## src/rtl/dt_pkg.sv

```systemverilog
// Shared constants and state type for the distance-transform pipeline.
// The DT core and the result packer both import this package.
package dt_pkg;

  localparam int IMG_W        = 128;
  localparam int NUM_PIX      = 16384;
  localparam int NUM_WORDS    = 1024;
  localparam int PIX_PER_WORD = 16;

  typedef enum logic [1:0] {
    IDLE = 2'd0,
    READ = 2'd1,
    LAST = 2'd2,
    FIN  = 2'd3
  } dt_state_e;

endpackage

```

## src/rtl/dt_bit_packer.sv

```systemverilog
// MSB-first serial-to-parallel packer: gathers 16 thresholded pixels into one word.
// o_word is the assembled word including the bit being shifted this cycle.
module dt_bit_packer
  import dt_pkg::*;
(
  input  logic                    i_clk,
  input  logic                    i_rst_n,
  input  logic                    i_clear,
  input  logic                    i_shift,
  input  logic                    i_bit,
  output logic [PIX_PER_WORD-1:0] o_word,
  output logic                    o_word_valid
);

  // Only the 15 older bits need storage; the 16th arrives on i_bit.
  logic [PIX_PER_WORD-2:0] r_sr;
  logic [3:0]              r_count;

  always_ff @(posedge i_clk or negedge i_rst_n) begin
    if (!i_rst_n) begin
      r_sr    <= '0;
      r_count <= '0;
    end else if (i_clear) begin
      r_sr    <= '0;
      r_count <= '0;
    end else if (i_shift) begin
      r_sr    <= {r_sr[PIX_PER_WORD-3:0], i_bit};
      r_count <= r_count + 4'd1;
    end
  end

  assign o_word       = {r_sr, i_bit};
  assign o_word_valid = i_shift && (r_count == 4'hF);

endmodule

```

## src/rtl/dt_res_pack.sv

```systemverilog
// Reads the 8-bit distance map, thresholds each pixel and writes 16-pixel
// packed words (bit 15 = lowest pixel address) to the packed-image RAM.
module dt_res_pack
  import dt_pkg::*;
#(
  parameter int PIX_W       = 8,
  parameter int ADDR_W      = 14,
  parameter int WORD_ADDR_W = 10
) (
  input  logic                    clk,
  input  logic                    reset,
  input  logic                    start,
  input  logic [PIX_W-1:0]        threshold,
  output logic                    busy,
  output logic                    done,
  output logic                    res_rd,
  output logic [ADDR_W-1:0]       res_addr,
  input  logic [PIX_W-1:0]        res_di,
  output logic                    pk_wr,
  output logic [WORD_ADDR_W-1:0]  pk_addr,
  output logic [PIX_PER_WORD-1:0] pk_do
);

  dt_state_e                r_state;
  logic [PIX_W-1:0]         r_thr;
  logic                     r_busy;
  logic                     r_done;
  logic                     r_res_rd;
  logic [ADDR_W-1:0]        r_res_addr;
  logic                     r_pk_wr;
  logic [WORD_ADDR_W-1:0]   r_pk_addr;
  logic [PIX_PER_WORD-1:0]  r_pk_do;

  logic                     w_start_ok;
  logic                     w_shift;
  logic                     w_bit;
  logic                     w_last_pix;
  logic [PIX_PER_WORD-1:0]  w_word;
  logic                     w_word_valid;

  // A start is honoured only when no frame is in flight.
  assign w_start_ok = start && ((r_state == IDLE) || (r_state == FIN));
  assign w_shift    = (r_state == READ);
  assign w_bit      = (res_di >= r_thr);
  assign w_last_pix = (r_res_addr == ADDR_W'(NUM_PIX - 1));

  dt_bit_packer u_packer (
    .i_clk        (clk),
    .i_rst_n      (reset),
    .i_clear      (w_start_ok),
    .i_shift      (w_shift),
    .i_bit        (w_bit),
    .o_word       (w_word),
    .o_word_valid (w_word_valid)
  );

  always_ff @(posedge clk or negedge reset) begin
    if (!reset) begin
      r_state    <= IDLE;
      r_thr      <= '0;
      r_busy     <= 1'b0;
      r_done     <= 1'b0;
      r_res_rd   <= 1'b0;
      r_res_addr <= '0;
      r_pk_wr    <= 1'b0;
      r_pk_addr  <= '0;
      r_pk_do    <= '0;
    end else begin
      r_pk_wr <= 1'b0;
      case (r_state)
        IDLE, FIN: begin
          if (start) begin
            r_thr      <= threshold;
            r_done     <= 1'b0;
            r_busy     <= 1'b1;
            r_res_rd   <= 1'b1;
            r_res_addr <= '0;
            r_state    <= READ;
          end
        end
        READ: begin
          // Word address is fixed by the upper address bits of the current pixel.
          if (w_word_valid) begin
            r_pk_do   <= w_word;
            r_pk_addr <= WORD_ADDR_W'(r_res_addr >> 4);
            r_pk_wr   <= 1'b1;
          end
          if (w_last_pix) begin
            r_res_rd <= 1'b0;
            r_state  <= LAST;
          end else begin
            r_res_addr <= r_res_addr + 1'b1;
          end
        end
        LAST: begin
          r_busy  <= 1'b0;
          r_done  <= 1'b1;
          r_state <= FIN;
        end
        default: r_state <= IDLE;
      endcase
    end
  end

  assign busy     = r_busy;
  assign done     = r_done;
  assign res_rd   = r_res_rd;
  assign res_addr = r_res_addr;
  assign pk_wr    = r_pk_wr;
  assign pk_addr  = r_pk_addr;
  assign pk_do    = r_pk_do;

endmodule
```

## config.mk

```make
export PLATFORM = sky130hd
export DESIGN_NAME = dt_res_pack
export DESIGN_NICKNAME = d
export VERILOG_FILES = /design/src/rtl/dt_pkg.sv /design/src/rtl/dt_bit_packer.sv /design/src/rtl/dt_res_pack.sv
export SDC_FILE = /design/constraint.sdc
export NUM_CORES = 1
export LEC_CHECK = 0
export CORE_UTILIZATION = 53
export DETAILED_ROUTE_END_ITERATION = 8
export HOLD_SLACK_MARGIN = 0.06
export PLACE_DENSITY = 0.83
export SETUP_SLACK_MARGIN = 0.02
export SLEW_MARGIN = 0
export SYNTH_ARGS = -nofsm -noshare
export SYNTH_HDL_FRONTEND = slang
export SYNTH_SLANG_ARGS = --single-unit
```

## constraint.sdc

```tcl
create_clock -name clk -period 2.9 [get_ports clk]
set_clock_uncertainty 0.2 [all_clocks]
set_input_delay 0.87 -clock clk [delete_from_list [all_inputs] [get_ports clk]]
set_output_delay 0.87 -clock clk [all_outputs]
set_load 0.03 [all_outputs]
```

-- Word-level counts from Yosys, hierarchy flattened
Cells that the tools add are included.
- $add $sub $neg: 2
- magnitude comparators: 1
- equality and inequality tests: 8
- mux-type cells: 18
- reductions and logical operators: 14
- operators with widths (operator ; count):
    $mux W15 ; 2
    $mux W14 ; 2
    $pmux W14 S2 ; 1
    $add A14 B1 Y14 const B ; 1
    $eq A14 B14 Y1 const B ; 1
    $ge A8 B8 Y1 ; 1
    $mux W4 ; 2
    $reduce_and A2 Y1 ; 4
    $ne A2 B2 Y1 const B ; 3
    $pmux W1 S2 ; 3
    $pmux W2 S3 ; 1
    $reduce_and A3 Y1 ; 2
    $reduce_bool A2 Y1 ; 3
    $mux W1 ; 5
    $add A4 B1 Y4 const B ; 1
    $eq A2 B2 Y1 const B ; 2
    $eq A4 B4 Y1 const B ; 1
    $mux W2 ; 2
    $eq A2 B1 Y1 const B ; 1
    $logic_and A1 B1 Y1 ; 2
    $logic_not A2 Y1 ; 1
    $reduce_or A2 Y1 ; 1
    $logic_or A1 B1 Y1 ; 1
- register bits: 73
- bits of input ports: 19
- output and inout bits: 44
- logic and storage cells: 54

-- Depth between registers and ports, before layout
Gate-level depths: netlist (run 1).
- word-level depth: 4
- mapped depth: 8
- gate-level depth less buffers: 7

-- Hierarchy
From an unflattened synthesis (run 1), not the netlist that was laid out.
- cell total of the unflattened synthesis: 306
- area total of the unflattened synthesis: 3467.1 sq um
- modules (own cells, without submodules) (module ; instances ; cells an instance ; area each (sq um) ; seq. area each (sq um)):
    dt_res_pack ; 1 ; 239 ; 2637.5 ; 1351.3
    dt_bit_packer ; 1 ; 67 ; 829.5 ; 475.5

-- Worst setup path before layout (run 1)
OpenSTA, ideal clock, no wires.
- kind: input to register
- start point: input start
- end point: register r_res_addr[0] (netlist: res_addr[0])
- setup time: 0.121 ns
- arrival: 1.977 ns
- required time: 2.579 ns
- slack: 0.602 ns
- cell stages on the path: 6
- path buffers: 1
- path through: and2_1 clkbuf_1 nor2_1 nor2_1 mux2_2 a22o_1
- longest elaborated chain between the ends: 2
- ends and longest elaborated chain (what ; RTL line ; source):
    start, declared ; dt_res_pack.sv:12 ; input logic start,
    $ne A2 B2 Y1 (no line) ; n/a ;
    $reduce_and A3 Y1 (no line) ; n/a ;
    end signal, assigned ; dt_res_pack.sv:92 ; r_res_addr <= r_res_addr + 1'b1;
    end, declared ; dt_res_pack.sv:29 ; logic [ADDR_W-1:0] r_res_addr;
Every way passes these cells.
A chain may end at the register's enable or synchronous reset.

-- Worst setup path in the final report (run 1)
- start point: register r_res_addr[12] (netlist: res_addr[12])
- end point: output res_addr[12]
- RTL lines (what ; RTL line ; source):
    end, declared ; dt_res_pack.sv:17 ; output logic [ADDR_W-1:0] res_addr,
No word-level cell between the ends.

==> reports/metrics.yaml, run 1 <==
floorplanning:
  die_w_um: 84.0
  die_area_sq_um: 7050
  design.core.area_sq_um: 6420
  initial_utilization: 0.555
  io_pins: 63
  fp-row-count: 29
  dieHeight_um: 84.0
routing:
  viasPerCell: 5.51
  drt-total-wl_um: 7380
  drc: 8
  first_pass_iters: 8
  antenna_left: 0
  routedWlPerCell_um: 14.2
  num_vias: 2859
  first_iter_violations: 162
pwr:
  power_leakage_nw: 2.15
  p_switching_mw: 1.20
  switching_share: 0.383
  p_int_mw: 1.92
  vdd_drop_max_mv: 0.434
  p_seq_frac: 0.413
  combPwrFrac: 0.361
  clock_power_share: 0.226
  power_density_nw_per_um2: 706
synth:
  yosys.area_share.simple: 0.229
  synth_top_area_share: 0.513
  synthCells: 374
  ys_top_cells_by_count: "99 x nand2_1, 73 x dfrtp_1, 32 x nor2_1"
  synthMostInstantiatedCell: "nand2_1"
  yosys_warnings: 0
  synth-seq-area-share: 0.513
  synth.area.top_cells: "dfrtp_1 51%, nand2_1 10%, mux2i_1 5.6%"
  syn_avg_cell_area_sq_um: 9.52
  synth-seq-cells: 73
  yosys.area.top_type: "dfrtp_1"
  synth_edf_count: 0
  synth_fa_ha_area_frac: 0.0457
  async_flop_share: 1.00
  synth-compound-area-share: 0.0945
  synthMuxAreaShare: 0.0594
  synth_top_family_by_area: "simple AND/OR/NAND/NOR gates"
  yosys_most_used_dff: "dfrtp_1"
  ys_types: 49
  syn_area_sq_um: 3560
  syn_nets: 406
  synth_xor_area_frac: 0.00738
final_layout:
  fin_nets: 469
  syn_to_final_growth_pct: 24.0
  layout-drive-gt1-share: 0.0792
  final_area_sq_um: 4420
  multi_input_area_sq_um: 1560
  seqCellArea_sq_um: 1830
  finish.utilization: 0.688
  final_cells: 519
  n_antenna_cell: 0
  fill_cells: 510
global_route:
  grt_pass1_vias: 2745
  grt-ovfl-total: 0
  grt_max_degree: 74
  antenna_found_initial: 0
  grt_first_pass_wirelength_um: 12800
  grt_usage: 0.233
clock_tree:
  cts_tree: "yes"
  clkLatencyLatePin_ns: 0.35
  hold_buffers: 0
  cts_resized: 0
  clkSlewWorstSetupHoldPaths_ns: 0.08
  cts_sinks: 73
  cts-root-buf: "clkbuf_8"
  htreeDepth: 3
  cts_made_buffers: 9
  post-cts-setup-buffers: 0
  cts_buffer_depth: 2
placement:
  port_buffers: 62
  placed_area_sq_um: 4250
  gp_congestion: 0.858
  hpwl_um: 5140
  place_inst: 503
sta:
  slew_violations: 0
  finalSetupViolCount: 0
  hold_viol_final: 0
  setup_tns_ns: 0
  post-route-period-util: 0.914
  relSlewSlack: 0.478
  fin_hold_ws_ns: 0.278
  rsz0062_at_grt: "false"
  max_freq_ghz: 0.377
  worst_pin_slew_ns: 0.779
  post-route-min-period_ns: 2.65
setup_path:
  worstPathArrival_ns: 1.58
  ff2ff_setup_slack_ns: 0.56
  r2r_cells: 6
  max_stage_delay_ns: 0.73
  worstPathRequired_ns: 1.83
  cp_max_fo: 8
  cp_num_buf_inv: 1
  crit_path_end_kind: "primary output"
  startpoint_type: "flip-flop"
  cp_cell_sequence: "clkdlybuf4s50_1"
  cpLargestDelayFamily: "buffers and inverters"
  r2r_end: "pk_addr[0]$_DFFE_PN0P_"
  critPathSlowestCell: "clkdlybuf4s50_1"
  crit_type: "reg -> out"
  r2r_start: "r_state[1]$_DFFE_PN0P_"
worst_hold_path:
  worst_hold_path_type: "reg -> reg"
  whs_path_depth: 2
  min_to: "pk_do[13]$_DFFE_PN0P_"
  hold_path_startpoint: "pk_do[13]$_DFFE_PN0P_"
status:
  violations: "design-rule violations"
  status: "finished, violations left"
run:
  drv_cap: 0
[cell families (layout without fill, tap and decap cells)]
| kind of cell | count (synthesis) | count (layout) |
|---|---|---|
| XOR/XNOR | 3 | 3 |
| AND/OR/NAND/NOR | 177 | 177 |
| multiplexers | 21 | 21 |
| adder cells (fa/ha/maj) | 13 | 13 |
| buffers and inverters | 36 | 104 |
| flip-flops | 73 | 73 |
| AO/OA/AOI/OAI | 51 | 51 |
[layer usage]
metal,GRT usage,vias to the layer above,part of all wire
met5,0,-,0
met1,0.307,1367,0.46
met2,0.367,75,0.47
li1,-,1401,-
met4,0.0956,0,0.022
met3,0.0613,16,0.048
[flip-flops by register name, summed over array words and instances (netlist names)]
name              count
done                  1
u_packer.r_count      4
r_state               2
pk_do                16
res_addr             14
pk_addr              10
pk_wr                 1
res_rd                1
r_thr                 8
u_packer.r_sr        15
busy                  1
[layout by cell type (no fill, tap or decap), types with 4 or more instances in the layout]
cell type,count
inv_1,15
clkbuf_8,9
nor3_1,6
nand2b_1,4
nand2_1,99
buf_4,10
mux2i_1,20
nor2_1,32
clkdlybuf4s50_1,61
ha_1,12
a31oi_1,6
a22o_1,5
nand3_1,8
o21ai_0,15
a21oi_1,5
dfrtp_1,73
a21o_1,5
nand4_1,7
[stage by stage]
stage                     total power, mW  setup WS (ns)
after global routing                 3.34          0.215
final                                3.12          0.249
after global placement               2.38          0.196
after CTS                            3.14          0.235
after detailed placement             2.43          0.159
after floorplan                      2.13          0.602
[how the worst max path moves through the flow]
| stage | from | to | slack, ns | cells after the start |
|---|---|---|---|---|
| after CTS | res_addr[12]$_DFFE_PN0P_ | res_addr[12] | 0.23 | 1 |
| after floorplan | start | res_addr[0]$_DFFE_PN0P_ | 0.60 | 6 |
| after global placement | res_di[0] | pk_do[0]$_DFFE_PN0P_ | 0.20 | 8 |
| after detailed placement | res_di[0] | pk_do[0]$_DFFE_PN0P_ | 0.16 | 8 |
| final | res_addr[12]$_DFFE_PN0P_ | res_addr[12] | 0.25 | 1 |
| after global routing | res_addr[3]$_DFFE_PN0P_ | res_addr[3] | 0.21 | 1 |
[area by class of cell]
type	instances	share of cell area
Clock buffer	10	0.0289
Inverter	16	0.0136
Tap cell	77	0.0218
Multi-Input combinational cell	265	0.352
Sequential cell	73	0.414
Clock inverter	6	0.00992
Timing Repair Buffer	72	0.160
[power by group through the flow]
stage               clock, mW  sequential (mW)  combinational [mW]
floorplan                   0             1.34               0.789
detailed placement          0             1.31                1.12
CTS                     0.716             1.29                1.13
global placement            0             1.29                1.08
global route            0.761             1.31                1.26
finish                  0.704             1.29                1.13
[worst register-to-register path, delay by kind of cell (launching register included)]
family,cells,cell delay (ns)
buffers and inverters,2,0.71
AND/OR/NAND/NOR,3,0.59
flip-flops,1,0.39
adder cells (fa/ha/maj),1,0.35
(Power assumes the default switching activity.)
==> inputs of run 2 (changes only) <==
--- a/config.mk
+++ b/config.mk
@@ -6,6 +6,7 @@
 export NUM_CORES = 1
 export LEC_CHECK = 0
 export CORE_UTILIZATION = 53
+export CTS_CLUSTER_SIZE = 40
 export DETAILED_ROUTE_END_ITERATION = 8
 export HOLD_SLACK_MARGIN = 0.06
 export PLACE_DENSITY = 0.83
==> results of run 2 <==
Final layout, timing and power as in run 1 (identical DEF).
==> inputs of run 3 (changes only) <==
--- a/config.mk
+++ b/config.mk
@@ -11,7 +11,6 @@
 export HOLD_SLACK_MARGIN = 0.06
 export PLACE_DENSITY = 0.83
 export SETUP_SLACK_MARGIN = 0.02
-export SLEW_MARGIN = 0
 export SYNTH_ARGS = -nofsm -noshare
 export SYNTH_HDL_FRONTEND = slang
 export SYNTH_SLANG_ARGS = --single-unit
==> results of run 3 <==
Final layout, timing and power as in run 1 (identical DEF).
